`src/rtl/cnn_pkg.sv`:
```
// Shared CNN pipeline constants and the pool-to-FC flattener state encoding.
package cnn_pkg;

  localparam int unsigned CNN_DATA_W  = 16;
  localparam int unsigned CNN_CH_NUM  = 16;
  localparam int unsigned CNN_PIX_NUM = 16;

  typedef enum logic [1:0] {
    ST_FILL = 2'd0,
    ST_READ = 2'd1,
    ST_SHOW = 2'd2
  } flat_state_t;

endpackage

```
`src/rtl/flat_buf_ram.sv`:
```
// Frame buffer for the flattener: one write port, one synchronous read port.
module flat_buf_ram #(
  parameter int unsigned DATA_W = 16,
  parameter int unsigned DEPTH  = 256,
  parameter int unsigned ADDR_W = 8
) (
  input  logic              clk_i,
  input  logic              wr_en_i,
  input  logic [ADDR_W-1:0] wr_addr_i,
  input  logic [DATA_W-1:0] wr_data_i,
  input  logic              rd_en_i,
  input  logic [ADDR_W-1:0] rd_addr_i,
  output logic [DATA_W-1:0] rd_data_o
);

  logic [DATA_W-1:0] mem_q [DEPTH];
  logic [DATA_W-1:0] rd_data_q;

  // Contents are deliberately left unreset.
  always_ff @(posedge clk_i) begin
    if (wr_en_i) mem_q[wr_addr_i] <= wr_data_i;
    if (rd_en_i) rd_data_q <= mem_q[rd_addr_i];
  end

  assign rd_data_o = rd_data_q;

endmodule

```
`src/rtl/pool2_flatten.sv`:
```
// Collects a full frame of pooled samples per channel, then streams it to the
// FC stage in flat index order with a valid/ready handshake.
module pool2_flatten
  import cnn_pkg::*;
#(
  parameter int unsigned DATA_W  = CNN_DATA_W,
  parameter int unsigned CH_NUM  = CNN_CH_NUM,
  parameter int unsigned PIX_NUM = CNN_PIX_NUM
) (
  input  logic              clk,
  input  logic              rst_n,
  input  logic [DATA_W-1:0] data_in,
  input  logic              data_in_valid,
  input  logic [4:0]        in_channel,
  input  logic              clear,
  output logic [DATA_W-1:0] fc_data,
  output logic [7:0]        fc_index,
  output logic              fc_valid,
  input  logic              fc_ready,
  output logic              fc_last,
  output logic              busy,
  output logic              err
);

  localparam int unsigned PIX_W  = 4;
  localparam int unsigned ADDR_W = 8;
  localparam int unsigned TOTAL  = CH_NUM * PIX_NUM;

  flat_state_t       state_q, state_d;
  logic [PIX_W-1:0]  pix_cnt_q [CH_NUM];
  logic [PIX_W-1:0]  pix_cnt_d [CH_NUM];
  logic [CH_NUM-1:0] done_q, done_d;
  logic [ADDR_W-1:0] rd_addr_q, rd_addr_d;
  logic              err_q, err_d;

  logic              wr_en, rd_en, in_range, last_idx, show;
  logic [3:0]        ch;
  logic [ADDR_W-1:0] wr_addr;
  logic [DATA_W-1:0] rd_data;

  assign ch       = in_channel[3:0];
  assign in_range = ({27'd0, in_channel} < CH_NUM);
  assign wr_addr  = {ch, pix_cnt_q[ch]};
  assign show     = (state_q == ST_SHOW);
  assign last_idx = (rd_addr_q == ADDR_W'(TOTAL - 1));

  always_comb begin
    state_d   = state_q;
    pix_cnt_d = pix_cnt_q;
    done_d    = done_q;
    rd_addr_d = rd_addr_q;
    err_d     = err_q;
    wr_en     = 1'b0;
    rd_en     = 1'b0;
    case (state_q)
      ST_FILL: begin
        if (&done_q) begin
          state_d   = ST_READ;
          rd_addr_d = '0;
        end
        if (data_in_valid) begin
          if (!in_range || done_q[ch]) begin
            err_d = 1'b1;
          end else begin
            wr_en = 1'b1;
            if (pix_cnt_q[ch] == PIX_W'(PIX_NUM - 1)) begin
              pix_cnt_d[ch] = '0;
              done_d[ch]    = 1'b1;
            end else begin
              pix_cnt_d[ch] = pix_cnt_q[ch] + 1'b1;
            end
          end
        end
      end
      ST_READ: begin
        rd_en   = 1'b1;
        state_d = ST_SHOW;
        if (data_in_valid) err_d = 1'b1;
      end
      ST_SHOW: begin
        if (data_in_valid) err_d = 1'b1;
        if (fc_ready) begin
          if (last_idx) begin
            state_d = ST_FILL;
            done_d  = '0;
            for (int unsigned i = 0; i < CH_NUM; i++) pix_cnt_d[i] = '0;
          end else begin
            rd_addr_d = rd_addr_q + 1'b1;
            state_d   = ST_READ;
          end
        end
      end
      default: state_d = ST_FILL;
    endcase
    // Abort wins over every other event, including a pending buffer write.
    if (clear) begin
      state_d   = ST_FILL;
      done_d    = '0;
      rd_addr_d = '0;
      err_d     = 1'b0;
      wr_en     = 1'b0;
      rd_en     = 1'b0;
      for (int unsigned i = 0; i < CH_NUM; i++) pix_cnt_d[i] = '0;
    end
  end

  always_ff @(posedge clk) begin
    if (!rst_n) begin
      state_q   <= ST_FILL;
      done_q    <= '0;
      rd_addr_q <= '0;
      err_q     <= 1'b0;
      for (int unsigned i = 0; i < CH_NUM; i++) pix_cnt_q[i] <= '0;
    end else begin
      state_q   <= state_d;
      pix_cnt_q <= pix_cnt_d;
      done_q    <= done_d;
      rd_addr_q <= rd_addr_d;
      err_q     <= err_d;
    end
  end

  flat_buf_ram #(
    .DATA_W (DATA_W),
    .DEPTH  (TOTAL),
    .ADDR_W (ADDR_W)
  ) u_buf (
    .clk_i     (clk),
    .wr_en_i   (wr_en),
    .wr_addr_i (wr_addr),
    .wr_data_i (data_in),
    .rd_en_i   (rd_en),
    .rd_addr_i (rd_addr_q),
    .rd_data_o (rd_data)
  );

  assign fc_valid = show;
  assign fc_data  = show ? rd_data : '0;
  assign fc_index = show ? rd_addr_q : '0;
  assign fc_last  = show && last_idx;
  assign busy     = (state_q != ST_FILL);
  assign err      = err_q;

endmodule

```
`config.mk`:
```
export PLATFORM = sky130hd
export DESIGN_NAME = pool2_flatten
export DESIGN_NICKNAME = d
export VERILOG_FILES = /design/src/rtl/cnn_pkg.sv /design/src/rtl/flat_buf_ram.sv /design/src/rtl/pool2_flatten.sv
export SDC_FILE = /design/constraint.sdc
export NUM_CORES = 2
export LEC_CHECK = 0
export BUFFER_PORTS_ARGS = -buffer_cell sky130_fd_sc_hd__buf_4
export CORE_ASPECT_RATIO = 0.9
export CORE_MARGIN = 5
export CORE_UTILIZATION = 27
export DETAILED_ROUTE_END_ITERATION = 10
export HOLD_SLACK_MARGIN = 0.05
export SLEW_MARGIN = 15
export SYNTH_ARGS = -nofsm -noshare
export SYNTH_HDL_FRONTEND = slang
export SYNTH_SLANG_ARGS = --single-unit
```
`constraint.sdc`:
```
create_clock -name clk -period 7.2 [get_ports clk]
set_input_delay 0.72 -clock clk [delete_from_list [all_inputs] [get_ports clk]]
set_output_delay 0.72 -clock clk [all_outputs]
set_load 0.01 [all_outputs]
```
==> flow_summary.yaml <==
power:
  p_leak_uw: 0.0555
  vdd_drop_max_mv: 0.209
  power_per_cell_area_mw_per_mm2: 265
worst_setup_path:
  path_class: "flip-flop to flip-flop"
  reg2regPathDepth: 9
  crit_top_cell: "buf_12"
  arrival_ns: 5.93
  crit_slowest_cell: "dfxtp_4"
  end_kind: "flip-flop"
  critPathRequiredTime_ns: 7.89
  r2r_setup_slack_ns: 1.96
  crit_chain: "buf_12, buf_12, mux4_2, a22o_1, a221oi_1, o22ai_1, a31oi_1, a21oi_1, o2bb2ai_1"
  path_buf_inv: 2
  slowest_delay_ns: 0.91
  r2r-start: "rd_addr_q[0]$_SDFFE_PP0P_"
  crit_path_start_kind: "flip-flop"
  cp-startpoint: "rd_addr_q[0]$_SDFFE_PP0P_"
  critPathTopFamily: "compound AO/OA/AOI/OAI gates"
  cp_max_fo: 52
  worstReg2RegEnd: "u_buf.rd_data_o[8]$_DFFE_PP_"
synthesis:
  ys_ff_latch: 4203
  syn_avg_cell_area_um2: 21.3
  syn_nets: 7655
  yosysTopAreaCellShare_pct: 76.0
  yosysTopAreaCell: "edfxtp_1"
  synth_warnings: 0
  synth.distinct_cells: 85
  synth_ff_type: "edfxtp_1"
  yosysSeqAreaShare_pct: 77.2
  synth_area_leaders: "edfxtp_1 76%, mux4_2 13%, mux2i_1 2.1%"
  async_flop_share_pct: 0
  syn_area_mm2: 0.162
  syn_inst: 7619
  synth_edf_count: 4112
sta:
  setup_violations: 0
  worst_slew_margin_rel_pct: 5.62
  hold_violations: 0
  finalCritPeriodShare_pct: 72.8
  rsz0062_at_grt: "false"
  layout_min_cycle_time_ns: 5.24
  worst_slew_pin_slew_ns: 1.42
  drv_slew: 0
  fmax_mhz: 191
  tns_ns: 0
  skew_ns: 0.0510
min_path:
  hp-class: "input pin to flip-flop"
  holdPathStages: 1
  hold_start: "data_in[14]"
  holdPathEnd: "u_buf.mem_q[184][14]$_DFFE_PP_"
final_layout:
  fin_util_pct: 31.4
  nFillCells: 56700
  final_common_cell: "edfxtp_1"
  mostFrequentLayoutCells: "4,112 x edfxtp_1, 911 x mux4_2, 419 x clkbuf_16"
  area_growth_pct: 16.0
  final_layout_size_suffix_gt1_share_pct: 26.2
  nets: 8063
  final_cell_area_mm2: 0.188
  finalNonFillerCells: 16400
clocking:
  cts_root_buf: "clkbuf_16"
  cts_max_level: 5
  cts_hold_buf: 0
  clk_pin_slew_ns: 0.07
  cts-resized-gates: 0
  post_cts_buffers: 0
  clockBufferDepth: 4
  cts_buffers: 411
  clk_latency_ns: 0.98
  cts_tree: "built"
  numClockSinks: 4203
global_routing:
  grt_pass1_vias: 83100
  grt_pass1_wl_um: 681000
  grtUsageTotal_pct: 15.5
  grt_max_degree: 159
  grt_overflow_total: 0
  antenna_found_initial: 53
detailed_routing:
  dr.pass1.iters: 8
  drt_iter0_drc: 14000
  totalWireLength_um: 498000
  via_count: 85300
  drc_errors: 0
  wl_per_cell_um: 30.3
  ant_nets: 0
  vias_per_cell: 5.19
placement:
  port_buffers: 53
  gp_congestion: 0.870
  dp_hpwl_um: 305000
  postPlaceCellArea_mm2: 0.174
  placed_cells: 15600
flow_run:
  max-cap-violations: 0
die:
  die_w_um: 827
  io_pins: 54
  die_y_um: 746
  die_area_mm2: 0.617
  row_count: 270
  core_mm2: 0.600
  start_util_pct: 27.1
outcome:
  status: "finished, final reports clean"
logic make-up after synthesis:
logic type / Yosys count / synth area share, %
buf+inv: 487 / 1.79
mux: 1263 / 14.8
simple gates: 726 / 1.98
fa+ha+maj: 10 / 0.0770
xor+xnor: 6 / 0.0324
flops: 4203 / 77.2
compound gates: 924 / 4.14
cell type report:
| type | count | area, µm² | share of cell area [%] |
|---|---|---|---|
| flip-flops and latches | 4203 | 125000 | 66.5 |
| multi-input cells | 2929 | 34700 | 18.4 |
| clock buffers | 493 | 10900 | 5.77 |
| well taps | 8024 | 10000 | 5.33 |
| repair buffers | 468 | 4060 | 2.16 |
| clock inverters | 275 | 3200 | 1.70 |
| diodes | 29 | 72.6 | 0.0385 |
| inverters | 14 | 61.3 | 0.0326 |
sequential cells by signal, indices dropped and copies added (netlist names):
register,flops
done_q,16
err,1
pix_cnt_q,64
rd_addr_q,8
state_q,2
u_buf.mem_q,4096
u_buf.rd_data_o,16
worst reg2reg max path, stage by stage, from the launching register on:
cell,delay [ns]
dfxtp_4,0.91
buf_12,0.42
buf_12,0.51
mux4_2,0.59
a22o_1,0.29
a221oi_1,0.50
o22ai_1,0.25
a31oi_1,0.87
a21oi_1,0.39
o2bb2ai_1,0.24
how the worst max path moves through the flow:
stage | slack [ns] | end | cells past startpoint
2_1_floorplan | 3.45 | u_buf.mem_q[10][0]$_DFFE_PP_ | 11
3_3_place_gp | 1.08 | u_buf.mem_q[17][10]$_DFFE_PP_ | 8
3_5_place_dp | 1.86 | u_buf.mem_q[248][7]$_DFFE_PP_ | 7
4_1_cts | 2.17 | u_buf.rd_data_o[4]$_DFFE_PP_ | 9
5_1_grt | 1.96 | u_buf.rd_data_o[8]$_DFFE_PP_ | 9
6_report | 1.96 | u_buf.rd_data_o[8]$_DFFE_PP_ | 9
synth_stat cells (14+ instances only):
| cell | instances |
|---|---|
| a22oi_1 | 181 |
| o211ai_1 | 14 |
| buf_2 | 144 |
| a22o_1 | 29 |
| buf_4 | 52 |
| a221oi_1 | 108 |
| buf_1 | 26 |
| nor3_1 | 37 |
| a31oi_1 | 27 |
| nor2_1 | 354 |
| nand3_1 | 56 |
| a21oi_1 | 166 |
| buf_6 | 59 |
| o221ai_1 | 26 |
| a32o_1 | 65 |
| nor2b_1 | 21 |
| o21a_1 | 20 |
| nand2_1 | 150 |
| a211oi_1 | 28 |
| clkbuf_1 | 169 |
| o22ai_1 | 64 |
| mux4_2 | 911 |
| dfxtp_1 | 91 |
| o21ai_0 | 92 |
| buf_8 | 20 |
| and2_1 | 28 |
| edfxtp_1 | 4112 |
| mux2i_1 | 347 |
power by group:
part / switching [µW] / internal [µW]
Clock: 9340 / 13100
Combinational: 567 / 58.3
Sequential: 1.81 / 26800
Total: 9910 / 39900
metal layers:
metal	part of all wire, %	vias up	wire [µm]	GRT usage (%)
li1	-	33100	-	-
met1	39	45200	192000	21.4
met2	45	6018	222000	23.2
met3	13	918	64800	4.87
met4	3.7	22	18400	5.48
met5	0.031	-	156	0
stage by stage:
stage                     worst slack [ns]  hold slack [ns]  total power [µW]
after floorplan                       3.45            0.457             27400
after global placement                1.08            0.471             27900
after detailed placement              1.86            0.484             28000
after CTS                             2.17            0.122             50100
after global routing                  1.96           0.0931             51200
final                                 1.96            0.117             49900
Power figures use the tool's default switching activity.
